### src/rtl/data_mem_arb_pkg.sv
// data_mem_arb_pkg: shared types and default sizes for the data memory arbiter
package data_mem_arb_pkg;
  localparam int DEF_NUM_REQ = 2;
  localparam int DEF_ADDR_WIDTH = 8;
  localparam int DEF_DATA_WIDTH = 32;
  localparam int DEF_MEM_DEPTH = 256;
  typedef enum logic [1:0] {IDLE, ACCESS, RESP} arb_state_t;
  typedef struct packed {
    logic write;
    logic [DEF_ADDR_WIDTH-1:0] addr;
    logic [DEF_DATA_WIDTH-1:0] wdata;
  } mem_req_t;
endpackage

### src/rtl/data_mem_arbiter_rr_arbiter.sv
// rr_arbiter: combinational round-robin select starting at rr_ptr
module rr_arbiter #(
  parameter int NUM_REQ = 2,
  parameter int IW = $clog2(NUM_REQ)
) (
  input  logic [NUM_REQ-1:0] req,
  input  logic [IW-1:0]      rr_ptr,
  output logic [NUM_REQ-1:0] grant,
  output logic [IW-1:0]      grant_idx
);
  logic [IW-1:0] j;
  // Walk from the farthest candidate back to rr_ptr so the nearest valid requester wins
  always_comb begin
    grant_idx = '0;
    j = '0;
    for (int k = NUM_REQ - 1; k >= 0; k--) begin
      j = IW'((int'(rr_ptr) + k) % NUM_REQ);
      if (req[j]) grant_idx = j;
    end
    grant = |req ? NUM_REQ'(1) << grant_idx : '0;
  end
endmodule

### src/rtl/data_mem_arbiter.sv
// data_mem_arbiter: round-robin sharing of a single-port data memory; DATA_MEM_ARB_BOUNDS_CHECK_EN adds address bounds checking
module data_mem_arbiter
  import data_mem_arb_pkg::*;
#(
  parameter int NUM_REQ = DEF_NUM_REQ,
  parameter int ADDR_WIDTH = DEF_ADDR_WIDTH,
  parameter int DATA_WIDTH = DEF_DATA_WIDTH,
  parameter int MEM_DEPTH = DEF_MEM_DEPTH
) (
  input  logic                          clk,
  input  logic                          rst,
  input  logic [NUM_REQ-1:0]            req_valid,
  output logic [NUM_REQ-1:0]            req_ready,
  input  logic [NUM_REQ-1:0]            req_write,
  input  logic [NUM_REQ*ADDR_WIDTH-1:0] req_addr,
  input  logic [NUM_REQ*DATA_WIDTH-1:0] req_wdata,
  output logic [NUM_REQ-1:0]            rsp_valid,
  input  logic [NUM_REQ-1:0]            rsp_ready,
  output logic [DATA_WIDTH-1:0]         rsp_rdata,
  output logic                          rsp_err,
  output logic                          mem_read_en,
  output logic                          mem_write_en,
  output logic [ADDR_WIDTH-1:0]         mem_addr,
  output logic [DATA_WIDTH-1:0]         mem_write_data,
  input  logic [DATA_WIDTH-1:0]         mem_read_data
);
  localparam int IW = $clog2(NUM_REQ);
  if (ADDR_WIDTH != DEF_ADDR_WIDTH || DATA_WIDTH != DEF_DATA_WIDTH || MEM_DEPTH < 1) begin : g_cfg_check
    $error("data_mem_arbiter: widths must match mem_req_t and MEM_DEPTH must be positive");
  end
  arb_state_t state;
  mem_req_t lat;
  logic [IW-1:0] rr_ptr, gid, g_idx;
  logic [NUM_REQ-1:0] grant;
  logic [ADDR_WIDTH-1:0] sel_addr;
  logic [DATA_WIDTH-1:0] sel_wdata;
  logic accept, access, lat_err;
  rr_arbiter #(.NUM_REQ(NUM_REQ)) u_rr (.req(req_valid), .rr_ptr(rr_ptr), .grant(grant), .grant_idx(g_idx));
  assign sel_addr = ADDR_WIDTH'(req_addr >> (g_idx * ADDR_WIDTH));
  assign sel_wdata = DATA_WIDTH'(req_wdata >> (g_idx * DATA_WIDTH));
  assign accept = state == IDLE && |req_valid;
  assign access = state == ACCESS;
  assign req_ready = (state == IDLE && !rst) ? grant : '0;
  assign rsp_valid = (state == RESP) ? NUM_REQ'(1) << gid : '0;
  assign mem_read_en = access && !lat.write && !lat_err;
  assign mem_write_en = access && lat.write && !lat_err && !rst;
  assign mem_addr = access ? lat.addr : '0;
  assign mem_write_data = access ? lat.wdata : '0;
`ifdef DATA_MEM_ARB_BOUNDS_CHECK_EN
  logic err_q;
  // Flag out-of-range addresses at accept and present the flag with the response
  always_ff @(posedge clk)
    if (rst) {lat_err, err_q} <= '0;
    else if (accept) {lat_err, err_q} <= {int'(sel_addr) >= MEM_DEPTH, 1'b0};
    else if (access) err_q <= lat_err;
  assign rsp_err = err_q;
`else
  assign lat_err = 1'b0;
  assign rsp_err = 1'b0;
`endif
  // Accept one request, perform one memory access, then hold the response until taken
  always_ff @(posedge clk)
    if (rst) begin
      state <= IDLE;
      rr_ptr <= '0;
      gid <= '0;
      lat <= '0;
      rsp_rdata <= '0;
    end else case (state)
      IDLE: if (accept) begin
        lat <= '{write: req_write[g_idx], addr: sel_addr, wdata: sel_wdata};
        gid <= g_idx;
        rr_ptr <= IW'((int'(g_idx) + 1) % NUM_REQ);
        state <= ACCESS;
      end
      ACCESS: begin
        rsp_rdata <= (lat.write || lat_err) ? '0 : mem_read_data;
        state <= RESP;
      end
      RESP: if (rsp_ready[gid]) state <= IDLE;
      default: state <= IDLE;
    endcase
endmodule

### config.mk
export PLATFORM = sky130hd
export DESIGN_NAME = data_mem_arbiter
export DESIGN_NICKNAME = d
export VERILOG_FILES = /design/src/rtl/data_mem_arb_pkg.sv /design/src/rtl/data_mem_arbiter_rr_arbiter.sv /design/src/rtl/data_mem_arbiter.sv
export SDC_FILE = /design/constraint.sdc
export NUM_CORES = 1
export LEC_CHECK = 0
export CORE_ASPECT_RATIO = 0.75
export CORE_MARGIN = 2
export CORE_UTILIZATION = 41
export DETAILED_ROUTE_END_ITERATION = 8
export GPL_ROUTABILITY_DRIVEN = 0
export GPL_TIMING_DRIVEN = 0
export HOLD_SLACK_MARGIN = 0.12
export PLACE_DENSITY = 0.91
export REMOVE_ABC_BUFFERS = 1
export SLEW_MARGIN = 15
export SYNTH_ARGS = -nofsm -noshare
export SYNTH_HDL_FRONTEND = slang
export SYNTH_SLANG_ARGS = --single-unit
### constraint.sdc
create_clock -name clk -period 3.3 [get_ports clk]
set_input_delay 0.33 -clock clk [delete_from_list [all_inputs] [get_ports clk]]
set_output_delay 0.33 -clock clk [all_outputs]
set_load 0.02 [all_outputs]
## Word level (Yosys, flattened, before mapping)

Cells that the tools add are included.

| word-level totals | value |
|---|---|
| latch bits | 0 |
| bits in writable memories | 0 |
| memories | 0 |
| register bits | 77 |
| bits of input ports | 120 |
| bits in read-only memories | 0 |
| logic and storage cells | 51 |
| output and inout port bits | 79 |

| cells by class | value |
|---|---|
| add/sub/neg operators | 2 |
| reductions and logical operators | 11 |
| multiply operators | 0 |
| shifts and indexed selects | 4 |
| muxes and demuxes | 19 |
| bitwise operators | 0 |
| $lt $le $gt $ge | 4 |
| eq/ne operators | 4 |
| divide/modulo/power cells | 0 |

Operators with widths:

| operator | number |
|---|---|
| 32-bit two-way mux | 2 |
| 64-bit by 6-bit >> shifter with 32-bit output | 1 |
| 16-bit by 4-bit >> shifter with 8-bit output | 1 |
| 1-bit two-way mux | 10 |
| 2-bit two-way mux | 5 |
| 1-bit by 2-bit < comparator with 1-bit output (second input constant) | 4 |
| 8-bit two-way mux | 1 |
| 2-bit one-hot mux with 3 select lines | 1 |
| 1-bit logical AND | 5 |
| 2-bit AND reduction | 2 |
| 1-bit by 1-bit << shifter with 2-bit output (first input constant) | 2 |
| 1-bit adder (second input constant) | 2 |
| 2-bit by 1-bit equality test with 1-bit output (second input constant) | 1 |
| 2-bit equality test (second input constant) | 1 |
| 1-bit zero test | 2 |
| 2-bit zero test | 1 |
| 2-bit by 1-bit != test with 1-bit output (second input constant) | 1 |
| 2-bit != test (second input constant) | 1 |
| 2-bit OR reduction | 1 |

## Logic depth before layout (Yosys ltp)

| depth | value |
|---|---|
| depth in word-level cells | 8 |
| mapped depth | 6 |

## Cells and area by module

From an unflattened synthesis, not the netlist that was laid out.

| unflattened totals | value |
|---|---|
| cells, all modules | 408 |
| area total of the unflattened synthesis | 3613.5 µm² |

Modules (own cells, without submodules):

| module | instances | area an instance (µm²) | seq. area each (µm²) | cells each |
|---|---|---|---|---|
| data_mem_arbiter | 1 | 3583.4 | 1541.5 | 404 |
| rr_arbiter | 1 | 30.0 | 0.0 | 4 |

## Worst setup path before layout

Ideal clock, no wire load.

| timing | value |
|---|---|
| path type | input to output |
| start point | input rst |
| end point | output req_ready[0] |
| path slack | 1.682 ns |
| stages | 4 |
| arrival time | 1.288 ns |
| data required time | 2.970 ns |
| path through | buf_2 -> or3_1 -> clkbuf_1 -> nor2_1 |

| on the way | value |
|---|---|
| longest elaborated chain between the ends | 3 |

RTL lines:

| item | RTL line | source |
|---|---|---|
| from (decl) | data_mem_arbiter.sv:11 | `input logic rst,` |
| 1-bit zero test | data_mem_arbiter.sv:43 | `assign req_ready = (state == IDLE && !rst) ? grant : '0;` |
| 1-bit logical AND | data_mem_arbiter.sv:43 |  |
| 2-bit two-way mux | data_mem_arbiter.sv:43 |  |
| to (decl) | data_mem_arbiter.sv:13 | `output logic [NUM_REQ-1:0] req_ready,` |

Every way passes these cells.

## Final worst setup path

| timing | value |
|---|---|
| start point | register state[1] |
| end point | output req_ready[1] |

| on the way | value |
|---|---|
| longest elaborated chain between the ends | 3 |

RTL lines:

| item | RTL line | source |
|---|---|---|
| from (decl) | data_mem_arbiter.sv:31 | `arb_state_t state;` |
| from (signal assigned) | data_mem_arbiter.sv:64 | `state <= IDLE;` |
| from (signal assigned) | data_mem_arbiter.sv:74 | `state <= ACCESS;` |
| from (signal assigned) | data_mem_arbiter.sv:78 | `state <= RESP;` |
| 2-bit zero test | data_mem_arbiter.sv:43 |  |
| 1-bit logical AND | data_mem_arbiter.sv:43 |  |
| 2-bit two-way mux | data_mem_arbiter.sv:43 |  |

Every way passes these cells.

==> flow_metrics.py <==
metrics = {
    "critical_path": {
        "path_buf_inv": 1,
        "ff2ff_setup_slack_ns": 1.32,
        "launch_point_of_the_critical_path": "state[1]",
        "critical_path_class": "flip-flop to output pin",
        "worstPathMaxFanout": 35,
        "crit_path_top_delay_cell": "sky130_fd_sc_hd__clkdlybuf4s50_1",
        "timing.critical_path.required_ns": 2.97,
        "critPathLaunchType": "flip-flop",
        "path_delay_family": "simple AND/OR/NAND/NOR gates",
        "timing.critical_path.cells": "nor2_4 -> and4b_4 -> clkdlybuf4s50_1",
        "capturing_element_type_of_the_critical_path": "output pin",
        "critical_path.reg2reg.startpoint": "state[1]",
        "crit_path_max_incr_delay_ns": 0.68,
        "critPathArrivalTime_ns": 2.68,
    },
    "drt": {
        "drt_first_pass_iters": 5,
        "met1Wirelength_microns": 4320,
        "dr_vias_cell": 5.41,
        "via_total_after_detailed_routing": 3774,
        "detail_route.wl_per_cell_microns": 15.8,
        "drcViolationCount": 0,
        "route.top_layer_used": "met4",
        "wl_met3_microns": 1100,
        "drt_first_iter_violations": 258,
        "wl_met2_microns": 5260,
        "remaining_antenna_violation_count": 0,
        "wirelength_microns": 11000,
    },
    "yosys": {
        "synth_compound_gate_area_share_pct": 18.8,
        "syn-cell-area_sq_mm": 0.00346,
        "post_synthesis_share_of_cell_area_spent_on_xor_and_xnor_gates_pct": 0,
        "synth_mux_area_share_pct": 0.290,
        "post-synth-top-area-cell": "sky130_fd_sc_hd__dfxtp_1",
        "synth.yosys.seq_area_share_pct": 44.6,
        "synth_top_area_share_pct": 44.6,
        "ys.warnings.count": 0,
        "synth-main-ff-cell": "sky130_fd_sc_hd__dfxtp_1",
        "synth_seq_cells": 77,
        "synth.cells.most_frequent": "sky130_fd_sc_hd__dfxtp_1, sky130_fd_sc_hd__nand3_1, sky130_fd_sc_hd__and2_1, sky130_fd_sc_hd__a21oi_1, sky130_fd_sc_hd__nand2_1",
        "synth_enable_flop_cells": 0,
        "synth-simple-area-share_pct": 27.1,
        "synth_cells": 420,
        "netlist_top_cells_area": "sky130_fd_sc_hd__dfxtp_1, sky130_fd_sc_hd__a221o_1, sky130_fd_sc_hd__and2_1",
        "avgSynthCellArea_sq_um": 8.23,
        "synth.distinct_cells": 35,
        "dominant_combinational_cell_family_by_area_after_synthesis": "simple AND/OR/NAND/NOR gates",
        "postSynth.asyncResetShare_pct": 0,
        "adder_and_majority_cell_fraction_of_the_synthesized_area_pct": 0,
        "yosys.cell_count.top_type": "sky130_fd_sc_hd__dfxtp_1",
    },
    "global_route": {
        "number_of_antenna_violations_at_the_first_check_in_global_routing": 0,
        "gr-usage-all-layers_pct": 23.9,
        "via_count_of_the_first_global_routing_pass": 3627,
        "grt_first_pass_wirelength_microns": 17700,
        "globalRouteOverflowTotal": 0,
        "pin_count_of_the_biggest_net_entering_global_routing": 38,
    },
    "sta": {
        "final.setup_skew_ns": 0.0140,
        "remaining_max_slew_budget_at_the_tightest_pin_pct": 33.1,
        "max_slew.worst_pin.slew_ns": 1.00,
        "finalSetupViolCount": 0,
        "finalHoldViolations": 0,
        "period_needed_ns": 3.01,
        "finalMaxSlewViolations": 0,
        "setup_repair_after_global_routing_missed_its_margin": "false",
        "post_route_fraction_of_the_period_consumed_by_the_critical_path_pct": 91.1,
        "max_freq_mhz": 333,
    },
    "cells_and_area": {
        "fin_nets": 707,
        "fin_cells": 697,
        "num_antenna_cells": 0,
        "final_core_util_pct": 70.6,
        "final_design_area_no_fill_sq_mm": 0.00567,
        "syn2layout_area_growth_pct": 64.0,
        "layout-drive-gt1-share_pct": 4.56,
    },
    "floorplan": {
        "die_area_sq_mm": 0.00919,
        "dieWidth_microns": 110,
        "top_level_ports": 199,
        "initial_utilization_pct": 43.1,
        "core_area_sq_mm": 0.00802,
        "floorplan.rows": 28,
        "die_h_microns": 83.5,
    },
    "clock_network": {
        "clkSinkCount": 77,
        "post_cts_hold_buffer_count": 0,
        "clockRootBuffer": "sky130_fd_sc_hd__clkbuf_8",
        "cts_made_buffers": 9,
        "htreeDepth": 3,
        "maximum_buffer_depth_of_the_clock_tree": 2,
        "worst_setup_hold_path_clk_slew_ns": 0.08,
        "clock_insertion_delay_worst_skew_ns": 0.34,
        "tritoncts": "built",
    },
    "power": {
        "irDropWorstVdd_uv": 269,
        "areal_power_density_over_the_cells_mw_per_mm2": 451,
        "leakage_nw": 2.12,
    },
    "min_path": {
        "min_delay_src": "rst",
        "hold_path.class": "primary input to flip-flop",
    },
    "place": {
        "dpl_cell_area_sq_mm": 0.00539,
        "placed_cells": 681,
        "hpwlAfterDp_microns": 7760,
        "io_buffer_count": 197,
    },
    "job": {
        "cap_viol_max_count": 0,
    },
    "status": {
        "outcome": "complete, no violations",
    },
}
[final cells by class]
class / instances / area [sq um]
Multi-Input combinational cell: 274 / 1620
Clock buffer: 10 / 138
Inverter: 25 / 93.8
Fill cell: 663 / 2360
Clock inverter: 6 / 119
Sequential cell: 77 / 1540
Timing Repair Buffer: 200 / 2020
Tap cell: 105 / 131
[repair_timing]
action,4_1_cts,5_1_grt
setup endpoints to repair,1,1
hold endpoints to repair,0,0
pin swaps,0,0
gates resized for setup,2,1
setup buffers,0,0
[kinds of logic (layout without fill, tap and decap cells)]
family / after synthesis / count (layout)
compound gates: 96 / 96
buf+inv: 69 / 241
flops: 77 / 77
mux: 1 / 1
other cells: 1 / 1
simple gates: 176 / 176
[per-stage QoR]
stage	hold WS, ns	total power [mW]	setup TNS [ns]	setup WS [ns]
detailed placement	0.445	1.67	-0.199	-0.199
finish	0.383	2.55	0	0.294
global placement	0.437	1.64	-101.53	-1.72
global route	0.399	2.67	0	0.153
CTS	0.368	2.57	0	0.139
floorplan	0.399	1.33	0	0.245
[placed cells by master (no fill, tap or decap), types with 24 or more instances in the layout]
| cell type | n |
|---|---|
| sky130_fd_sc_hd__a221o_1 | 25 |
| sky130_fd_sc_hd__dfxtp_1 | 77 |
| sky130_fd_sc_hd__clkdlybuf4s50_1 | 196 |
| sky130_fd_sc_hd__inv_1 | 24 |
| sky130_fd_sc_hd__and2_1 | 40 |
| sky130_fd_sc_hd__a21oi_1 | 33 |
| sky130_fd_sc_hd__nand2_1 | 32 |
| sky130_fd_sc_hd__nand3_1 | 48 |
| sky130_fd_sc_hd__nor3_1 | 25 |
[flip-flops by register name, indices dropped and copies added, names as in the netlist]
| signal | flops |
|---|---|
| lat | 41 |
| state | 2 |
| rsp_rdata | 32 |
| rr_ptr | 1 |
| gid | 1 |
[per-layer routing]
metal	GRT usage, %	up-vias
met2	39.6	189
met1	28.3	1743
met4	9.44	0
met3	7.96	29
met5	0	-
li1	-	1813
[path summary, 6_finish.rpt]
| path | to | cells past startpoint |
|---|---|---|
| worst max-delay path | req_ready[1] | 3 |
| worst max register to register | lat[40] | 3 |
| worst min-delay path | rsp_rdata[28] | 2 |
| worst min register to register | rsp_rdata[28] | 2 |
[where the power goes]
part,leakage [nW],total [mW],internal (mW),switching [mW]
logic,1.36,0.599,0.305,0.295
clock network,0.129,0.898,0.531,0.367
registers,0.632,1.06,1.01,0.0441
total,2.12,2.55,1.85,0.706
[worst reg2reg max path: cells and delay by family (launching register included)]
kind,cells,cell delay (ns)
AND/OR/NAND/NOR,2,0.96
AO/OA/AOI/OAI,1,0.39
flip-flops,1,0.52
Note: power is estimated with default switching activity, not from simulation.
